## src/rtl/ps2_cmd_sequencer_if.sv

```systemverilog
// Bundle of the user command/key stream signals and the PS2 core TX/RX handshake.
// The slave modport is the sequencer's view; master is the view of the surrounding logic.
interface ps2_cmd_sequencer_if;
    // user command side
    logic       cmd_valid;
    logic       cmd_ready;
    logic [7:0] cmd_byte;
    logic       cmd_has_arg;
    logic [7:0] arg_byte;
    logic       cmd_done;
    logic [1:0] cmd_status;
    logic       init_done;
    // forwarded key stream
    logic       key_valid;
    logic [7:0] key_data;
    logic       key_err;
    // PS2 host core
    logic       ps2_tx_req;
    logic [7:0] ps2_tx_data;
    logic       ps2_tx_busy;
    logic       ps2_tx_done;
    logic       ps2_tx_err;
    logic       ps2_rx_valid;
    logic [7:0] ps2_rx_data;
    logic       ps2_rx_err;

    modport slave (
        input  cmd_valid, cmd_byte, cmd_has_arg, arg_byte,
        input  ps2_tx_busy, ps2_tx_done, ps2_tx_err,
        input  ps2_rx_valid, ps2_rx_data, ps2_rx_err,
        output cmd_ready, cmd_done, cmd_status, init_done,
        output key_valid, key_data, key_err,
        output ps2_tx_req, ps2_tx_data
    );

    modport master (
        output cmd_valid, cmd_byte, cmd_has_arg, arg_byte,
        output ps2_tx_busy, ps2_tx_done, ps2_tx_err,
        output ps2_rx_valid, ps2_rx_data, ps2_rx_err,
        input  cmd_ready, cmd_done, cmd_status, init_done,
        input  key_valid, key_data, key_err,
        input  ps2_tx_req, ps2_tx_data
    );
endinterface

```

## src/rtl/ps2_cmd_sequencer.sv

```systemverilog
// Host-side PS2 command sequencer: power-up keyboard reset (0xFF -> 0xFA -> 0xAA),
// user commands with an optional argument byte, resend/retry and reply timeout,
// and forwarding of unsolicited RX bytes to the key stream while idle.
module ps2_cmd_sequencer #(
    parameter int AUTO_INIT   = 1,
    parameter int TIMEOUT_CYC = 2000000,
    parameter int MAX_RETRY   = 3
) (
    input  logic              clk,
    input  logic              reset,
    ps2_cmd_sequencer_if.slave bus
);

    localparam int TO_W = $clog2(TIMEOUT_CYC + 1);
    // one spare bit so the width stays >= 1 even for MAX_RETRY = 0
    localparam int RT_W = $clog2(MAX_RETRY + 2);

    localparam logic [TO_W-1:0] TO_LAST = TO_W'(TIMEOUT_CYC - 1);
    localparam logic [RT_W-1:0] RT_MAX  = RT_W'(MAX_RETRY);

    localparam logic [7:0] B_RESET  = 8'hFF;
    localparam logic [7:0] B_ACK    = 8'hFA;
    localparam logic [7:0] B_BAT_OK = 8'hAA;

    localparam logic [1:0] ST_OK  = 2'b00;
    localparam logic [1:0] ST_NAK = 2'b01;
    localparam logic [1:0] ST_TMO = 2'b10;
    localparam logic [1:0] ST_BAT = 2'b11;

    typedef enum logic [2:0] {
        IDLE,
        SEND,
        WAIT_TX,
        WAIT_ACK,
        WAIT_BAT,
        DONE
    } state_t;

    // With auto-init the machine wakes up already sending the 0xFF reset byte.
    localparam state_t RESET_STATE = (AUTO_INIT != 0) ? SEND : IDLE;

    state_t          state_q, state_d;
    logic [7:0]      cur_byte_q, cur_byte_d;
    logic [7:0]      arg_byte_q, arg_byte_d;
    logic            arg_pend_q, arg_pend_d;
    logic            init_run_q, init_run_d;
    logic [RT_W-1:0] retry_q, retry_d;
    logic [TO_W-1:0] to_cnt_q, to_cnt_d;

    logic            cmd_done_q, cmd_done_d;
    logic [1:0]      cmd_status_q, cmd_status_d;
    logic            init_done_q, init_done_d;
    logic            key_valid_q, key_valid_d;
    logic [7:0]      key_data_q, key_data_d;
    logic            key_err_q, key_err_d;
    logic            tx_req_q, tx_req_d;
    logic [7:0]      tx_data_q, tx_data_d;

    // per-cycle decisions shared by several states
    logic            retry_req;
    logic            finish;
    logic [1:0]      fin_status;
    logic            rx_ack;
    logic            rx_bat_ok;
    logic            rx_any;

    assign rx_any    = bus.ps2_rx_valid | bus.ps2_rx_err;
    assign rx_ack    = bus.ps2_rx_valid & ~bus.ps2_rx_err & (bus.ps2_rx_data == B_ACK);
    assign rx_bat_ok = bus.ps2_rx_valid & ~bus.ps2_rx_err & (bus.ps2_rx_data == B_BAT_OK);

    // State register; the power-up state depends on whether init runs automatically
    always_ff @(posedge clk or posedge reset) begin
        if (reset) begin
            state_q <= RESET_STATE;
        end else begin
            state_q <= state_d;
        end
    end

    // Captured bytes, counters and registered outputs; a reset abandons any transfer
    always_ff @(posedge clk or posedge reset) begin
        if (reset) begin
            cur_byte_q   <= (AUTO_INIT != 0) ? B_RESET : 8'h00;
            arg_byte_q   <= 8'h00;
            arg_pend_q   <= 1'b0;
            init_run_q   <= (AUTO_INIT != 0);
            retry_q      <= '0;
            to_cnt_q     <= '0;
            cmd_done_q   <= 1'b0;
            cmd_status_q <= ST_OK;
            init_done_q  <= (AUTO_INIT == 0);
            key_valid_q  <= 1'b0;
            key_data_q   <= 8'h00;
            key_err_q    <= 1'b0;
            tx_req_q     <= 1'b0;
            tx_data_q    <= 8'h00;
        end else begin
            cur_byte_q   <= cur_byte_d;
            arg_byte_q   <= arg_byte_d;
            arg_pend_q   <= arg_pend_d;
            init_run_q   <= init_run_d;
            retry_q      <= retry_d;
            to_cnt_q     <= to_cnt_d;
            cmd_done_q   <= cmd_done_d;
            cmd_status_q <= cmd_status_d;
            init_done_q  <= init_done_d;
            key_valid_q  <= key_valid_d;
            key_data_q   <= key_data_d;
            key_err_q    <= key_err_d;
            tx_req_q     <= tx_req_d;
            tx_data_q    <= tx_data_d;
        end
    end

    // Next-state and next-output logic; completion is flagged on entry to DONE
    always_comb begin
        state_d      = state_q;
        cur_byte_d   = cur_byte_q;
        arg_byte_d   = arg_byte_q;
        arg_pend_d   = arg_pend_q;
        init_run_d   = init_run_q;
        retry_d      = retry_q;
        to_cnt_d     = to_cnt_q;
        cmd_done_d   = 1'b0;
        cmd_status_d = cmd_status_q;
        init_done_d  = init_done_q;
        key_valid_d  = 1'b0;
        key_data_d   = key_data_q;
        key_err_d    = 1'b0;
        tx_req_d     = 1'b0;
        tx_data_d    = tx_data_q;
        retry_req    = 1'b0;
        finish       = 1'b0;
        fin_status   = ST_OK;

        case (state_q)
            IDLE: begin
                // unsolicited bytes are forwarded only here
                if (bus.ps2_rx_valid) begin
                    key_valid_d = 1'b1;
                    key_data_d  = bus.ps2_rx_data;
                end
                key_err_d = bus.ps2_rx_err;
                if (bus.cmd_valid) begin
                    cur_byte_d = bus.cmd_byte;
                    arg_byte_d = bus.arg_byte;
                    arg_pend_d = bus.cmd_has_arg;
                    retry_d    = '0;
                    init_run_d = 1'b0;
                    state_d    = SEND;
                end
            end
            SEND: begin
                if (!bus.ps2_tx_busy) begin
                    tx_req_d  = 1'b1;
                    tx_data_d = cur_byte_q;
                    state_d   = WAIT_TX;
                end
            end
            WAIT_TX: begin
                // no timeout here: the PS2 core always ends a frame with done or err
                if (bus.ps2_tx_done) begin
                    to_cnt_d = '0;
                    state_d  = WAIT_ACK;
                end else if (bus.ps2_tx_err) begin
                    retry_req = 1'b1;
                end
            end
            WAIT_ACK: begin
                to_cnt_d = to_cnt_q + 1'b1;
                if (rx_ack) begin
                    if (arg_pend_q) begin
                        cur_byte_d = arg_byte_q;
                        arg_pend_d = 1'b0;
                        retry_d    = '0;
                        state_d    = SEND;
                    end else if (cur_byte_q == B_RESET) begin
                        to_cnt_d = '0;
                        state_d  = WAIT_BAT;
                    end else begin
                        finish     = 1'b1;
                        fin_status = ST_OK;
                    end
                end else if (rx_any) begin
                    // 0xFE resend request, any unexpected byte, or a bad frame
                    retry_req = 1'b1;
                end else if (to_cnt_q == TO_LAST) begin
                    finish     = 1'b1;
                    fin_status = ST_TMO;
                end
            end
            WAIT_BAT: begin
                to_cnt_d = to_cnt_q + 1'b1;
                if (rx_bat_ok) begin
                    finish     = 1'b1;
                    fin_status = ST_OK;
                end else if (rx_any) begin
                    finish     = 1'b1;
                    fin_status = ST_BAT;
                end else if (to_cnt_q == TO_LAST) begin
                    finish     = 1'b1;
                    fin_status = ST_TMO;
                end
            end
            DONE: begin
                init_run_d = 1'b0;
                state_d    = IDLE;
            end
            default: begin
                state_d = IDLE;
            end
        endcase

        // resend the same byte until MAX_RETRY resends have been used up
        if (retry_req) begin
            if (retry_q >= RT_MAX) begin
                finish     = 1'b1;
                fin_status = ST_NAK;
            end else begin
                retry_d = retry_q + 1'b1;
                state_d = SEND;
            end
        end

        if (finish) begin
            state_d      = DONE;
            cmd_done_d   = 1'b1;
            cmd_status_d = fin_status;
            if (init_run_q && (fin_status == ST_OK)) begin
                init_done_d = 1'b1;
            end
        end
    end

    // cmd_ready is forced low while reset is held so every output reads 0 then
    assign bus.cmd_ready   = (state_q == IDLE) && !reset;
    assign bus.cmd_done    = cmd_done_q;
    assign bus.cmd_status  = cmd_status_q;
    assign bus.init_done   = init_done_q;
    assign bus.key_valid   = key_valid_q;
    assign bus.key_data    = key_data_q;
    assign bus.key_err     = key_err_q;
    assign bus.ps2_tx_req  = tx_req_q;
    assign bus.ps2_tx_data = tx_data_q;

endmodule

```

## src/flat_wrapper.sv

```systemverilog
// flat-port wrapper written by rule: the top's interface ports become plain ports
module ps2_cmd_sequencer_flat 
#(
    parameter int AUTO_INIT   = 1,
    parameter int TIMEOUT_CYC = 2000000,
    parameter int MAX_RETRY   = 3
)
  (clk, reset, bus_cmd_valid, bus_cmd_byte, bus_cmd_has_arg, bus_arg_byte, bus_ps2_tx_busy, bus_ps2_tx_done, bus_ps2_tx_err, bus_ps2_rx_valid, bus_ps2_rx_data, bus_ps2_rx_err, bus_cmd_ready, bus_cmd_done, bus_cmd_status, bus_init_done, bus_key_valid, bus_key_data, bus_key_err, bus_ps2_tx_req, bus_ps2_tx_data);
  ps2_cmd_sequencer_if bus_i ();
  input  logic clk;
  input  logic reset;
  input wire logic [$bits(bus_i.cmd_valid)-1:0] bus_cmd_valid;
  input wire logic [$bits(bus_i.cmd_byte)-1:0] bus_cmd_byte;
  input wire logic [$bits(bus_i.cmd_has_arg)-1:0] bus_cmd_has_arg;
  input wire logic [$bits(bus_i.arg_byte)-1:0] bus_arg_byte;
  input wire logic [$bits(bus_i.ps2_tx_busy)-1:0] bus_ps2_tx_busy;
  input wire logic [$bits(bus_i.ps2_tx_done)-1:0] bus_ps2_tx_done;
  input wire logic [$bits(bus_i.ps2_tx_err)-1:0] bus_ps2_tx_err;
  input wire logic [$bits(bus_i.ps2_rx_valid)-1:0] bus_ps2_rx_valid;
  input wire logic [$bits(bus_i.ps2_rx_data)-1:0] bus_ps2_rx_data;
  input wire logic [$bits(bus_i.ps2_rx_err)-1:0] bus_ps2_rx_err;
  output wire logic [$bits(bus_i.cmd_ready)-1:0] bus_cmd_ready;
  output wire logic [$bits(bus_i.cmd_done)-1:0] bus_cmd_done;
  output wire logic [$bits(bus_i.cmd_status)-1:0] bus_cmd_status;
  output wire logic [$bits(bus_i.init_done)-1:0] bus_init_done;
  output wire logic [$bits(bus_i.key_valid)-1:0] bus_key_valid;
  output wire logic [$bits(bus_i.key_data)-1:0] bus_key_data;
  output wire logic [$bits(bus_i.key_err)-1:0] bus_key_err;
  output wire logic [$bits(bus_i.ps2_tx_req)-1:0] bus_ps2_tx_req;
  output wire logic [$bits(bus_i.ps2_tx_data)-1:0] bus_ps2_tx_data;
  assign bus_i.cmd_valid = bus_cmd_valid;
  assign bus_i.cmd_byte = bus_cmd_byte;
  assign bus_i.cmd_has_arg = bus_cmd_has_arg;
  assign bus_i.arg_byte = bus_arg_byte;
  assign bus_i.ps2_tx_busy = bus_ps2_tx_busy;
  assign bus_i.ps2_tx_done = bus_ps2_tx_done;
  assign bus_i.ps2_tx_err = bus_ps2_tx_err;
  assign bus_i.ps2_rx_valid = bus_ps2_rx_valid;
  assign bus_i.ps2_rx_data = bus_ps2_rx_data;
  assign bus_i.ps2_rx_err = bus_ps2_rx_err;
  assign bus_cmd_ready = bus_i.cmd_ready;
  assign bus_cmd_done = bus_i.cmd_done;
  assign bus_cmd_status = bus_i.cmd_status;
  assign bus_init_done = bus_i.init_done;
  assign bus_key_valid = bus_i.key_valid;
  assign bus_key_data = bus_i.key_data;
  assign bus_key_err = bus_i.key_err;
  assign bus_ps2_tx_req = bus_i.ps2_tx_req;
  assign bus_ps2_tx_data = bus_i.ps2_tx_data;
  ps2_cmd_sequencer #(.AUTO_INIT(AUTO_INIT), .TIMEOUT_CYC(TIMEOUT_CYC), .MAX_RETRY(MAX_RETRY)) u_core (.clk(clk), .reset(reset), .bus(bus_i));
endmodule
```

## config.mk

```make
export PLATFORM = sky130hd
export DESIGN_NAME = ps2_cmd_sequencer_flat
export DESIGN_NICKNAME = d
export VERILOG_FILES = /design/src/rtl/ps2_cmd_sequencer_if.sv /design/src/rtl/ps2_cmd_sequencer.sv /design/src/flat_wrapper.sv
export SDC_FILE = /design/constraint.sdc
export NUM_CORES = 1
export LEC_CHECK = 0
export ABC_AREA = 0
export CAP_MARGIN = 20
export CELL_PAD_IN_SITES_DETAIL_PLACEMENT = 1
export CELL_PAD_IN_SITES_GLOBAL_PLACEMENT = 2
export CORE_ASPECT_RATIO = 1.4
export CORE_MARGIN = 2
export CORE_UTILIZATION = 35
export DETAILED_ROUTE_END_ITERATION = 7
export DONT_BUFFER_PORTS = 1
export PLACE_DENSITY = 0.77
export SYNTH_ARGS = -nofsm -noshare
export SYNTH_HDL_FRONTEND = slang
export SYNTH_SLANG_ARGS = --single-unit
```

## constraint.sdc

```tcl
create_clock -name clk -period 3.2 [get_ports clk]
set_input_delay 0.64 -clock clk [delete_from_list [all_inputs] [get_ports clk]]
set_output_delay 0.64 -clock clk [all_outputs]
set_load 0.005 [all_outputs]
```

==> reports/metrics.yaml <==
layout.nets: 337
ys_types: 55
synth_edf_count: 0
start_util: 0.362
grt_max_degree: 36
ioPinCount: 57
core_mm2: 0.00903
grt_setup_unrepaired: "no"
relSlewSlack: 0.437
dp_hpwl_mm: 5.92
ys_seq_area_frac: 0.525
crit_path_end_kind: "flop"
ys_async_sr_fraction: 1.00
clk_pin_slew_ns: 0.05
clk_path_buf_depth: 2
drt-initial-drc-count: 79
crit_fanout: 11
drtPass1Iterations: 4
synth_ff_type: "dfrtp_1"
final-setup-viol-count: 0
synthesis.nets: 332
area_delta_synth_final_pct: 13.8
yosys-top-cells-area: "dfrtp_1 (44%), mux2_2 (8.6%), dfstp_2 (8.0%)"
clk_latency_ns: 0.34
antenna_found_initial: 0
drt-vias-per-instance: 5.61
synth.avg_cell_area_um2: 11.0
gp_congestion: 0.761
syn_inst: 296
clock_skew_ns: 0.00889
critPathKind: "reg -> reg"
power.leakage_nw: 1.59
vias: 2312
arrival_ns: 2.45
drc: 0
die_h_um: 118
hold_class: "in -> async"
cts_setup_buffers: 0
htreeDepth: 3
die_x_um: 85.6
crit_family: "simple AND/OR/NAND/NOR gates"
drive_gt1_frac: 0.210
total_power_mw: 3.44
ir_drop_v: 0.000485
die-area_mm2: 0.0101
clock-sinks: 68
hold_violations: 0
cts_root_buf: "clkbuf_16"
io_buffers: 0
grtUsageTotal: 0.170
grt_pass1_wl_mm: 13.2
startpoint_type: "flop"
wl_per_cell_um: 18.8
synth-seq-cells: 68
grt_pass1_vias: 2471
period_minus_slack_ns: 2.20
hold_buffers: 0
n_antenna_cell: 0
post_cts_resize_count: 0
synth_top_area_cell: "dfrtp_1"
numCtsBuffers: 9
fmax_mhz: 455
tightest_slew_ns: 0.841
synth_top_area_frac: 0.445
placementRows: 41
holdWs_ns: 0.310
post-route-util: 0.412
cellPowerDensity_mw_per_mm2: 926
slowest_stage: "or3b_1"
tritoncts: "built"
synthesis.area_mm2: 0.00326
cp.required_ns: 3.46
ys.warnings.count: 0
maxSlewViolCount: 0
drt_wl_total_mm: 7.76
grt_overflow: 0
maxCapViolations: 0
fin_crit_sh: 0.686
worst_path_largest_cell_delay_ns: 0.54
status: "finished, final reports clean"
fin_tns_setup_ns: 0
postRouteAntennaNets: 0
worst-path-buf-inv: 0
critical_path.cell_chain: "or3b_1, o21ai_4, nand4_1, or3_1, a21oi_1"
[cell usage in the layout, fill, tap and decap left out, types with 2 or more instances in the layout]
cell	synthesis	final
nor3_1	4	4
ha_1	3	3
o31ai_1	3	3
and4_1	2	2
nand2b_1	4	4
nor2_1	19	19
nor4_1	6	6
a31oi_1	2	2
inv_1	6	5
o21a_1	2	2
mux2i_1	9	9
and3_1	4	4
dfrtp_1	58	58
nand4b_1	2	2
or3_1	8	8
clkinvlp_4	0	2
a21oi_1	12	12
nand3_1	9	9
nand4_1	9	9
and2_1	5	5
o211ai_1	2	2
a21oi_2	2	2
nand2_1	20	20
bufinv_16	0	2
buf_4	0	3
o21ai_0	24	24
clkbuf_16	0	9
xnor2_1	4	4
dfstp_2	10	10
xor2_1	7	7
mux2_2	25	25
[cells by family after synthesis]
group	after synthesis	share of synthesized area
flip-flops	68	0.525
XOR/XNOR	11	0.0295
AO/OA/AOI/OAI	61	0.121
buffers and inverters	16	0.0199
adder cells (fa/ha/maj)	3	0.0115
multiplexers	34	0.114
AND/OR/NAND/NOR	103	0.179
[sequential cells by signal, indices dropped and copies added (netlist names), 2 cells and up]
name,count
u_core.arg_byte_q,8
u_core.to_cnt_q,21
u_core.cur_byte_q,8
u_core.state_q,3
u_core.bus.ps2_tx_data,8
u_core.bus.cmd_status,2
u_core.retry_q,3
u_core.bus.key_data,8
[metrics by stage]
stage	instance area (µm²)	setup WS, ns	instances
after global placement	3400	0.969	397
final	3720	1.00	412
after global routing	3720	0.769	412
after detailed placement	3400	0.980	397
after CTS	3720	0.966	412
after floorplan	3260	0.865	296
[worst paths after layout]
check | from | to | slack (ns) | cells after the start
worst max-delay path | u_core.state_q[1]$_DFF_PP0_ | u_core.to_cnt_q[19]$_DFFE_PP0P_ | 1.00 | 5
worst max register to register | u_core.state_q[1]$_DFF_PP0_ | u_core.to_cnt_q[19]$_DFFE_PP0P_ | 1.00 | 5
min in group clk | bus_cmd_has_arg | u_core.arg_pend_q$_DFFE_PP0P_ | 0.44 | 2
worst min register to register | u_core.init_run_q$_DFFE_PP1P_ | u_core.init_run_q$_DFFE_PP1P_ | 0.45 | 1
worst min-delay path | reset | u_core.bus.init_done$_DFFE_PP0P_ | 0.31 | 1
max in group asynchronous | reset | u_core.bus.key_valid$_DFF_PP0_ | 2.24 | 2
[area by class of cell]
cell class                 count  area (µm²)
timing repair buffer           4        42.5
clock inverter                 4        75.1
clock buffer                  11         243
sequential                    68        1710
fill                         990        5310
inverter                       6        22.5
tap                          107         134
multi-input combinational    212        1490
[power by group]
part | internal (mW) | switching (mW)
clock network | 0.698 | 0.356
registers | 1.21 | 0.280
logic | 0.440 | 0.456
[worst reg2reg max path: stages, from the launching register on]
cell and delay, ns:
dfrtp_1 0.50, or3b_1 0.54, o21ai_4 0.19, nand4_1 0.32, or3_1 0.43, a21oi_1 0.14
[layer usage]
| layer | routed length [µm] | share of wire | GRT usage | vias up |
|---|---|---|---|---|
| met3 | 417 | 0.054 | 0.0580 | 20 |
| met2 | 4120 | 0.53 | 0.287 | 53 |
| met4 | 319 | 0.041 | 0.0903 | 0 |
| met5 | 0 | 0 | 0 | - |
| li1 | - | - | - | 1087 |
| met1 | 2910 | 0.37 | 0.185 | 1152 |
[cell usage after synthesis (2+ instances only)]
cell type and number:
a31oi_1 2, clkbuf_1 4, o211ai_1 2, dfrtp_1 58, mux2_2 25, nand2_1 20
mux2i_1 9, a21oi_2 2, buf_1 2, dfstp_2 10, xnor2_1 4, nand3_1 9
and4_1 2, nor4_1 6, nand2b_1 4, nor2_1 19, nor3_1 4, ha_1 3
and2_1 5, nand4b_1 2, inv_1 6, buf_2 4, o31ai_1 3, xor2_1 7
nand4_1 9, o21a_1 2, or3_1 8, and3_1 4, a21oi_1 12, o21ai_0 24
No activity file was read; power rests on OpenSTA's default activity.
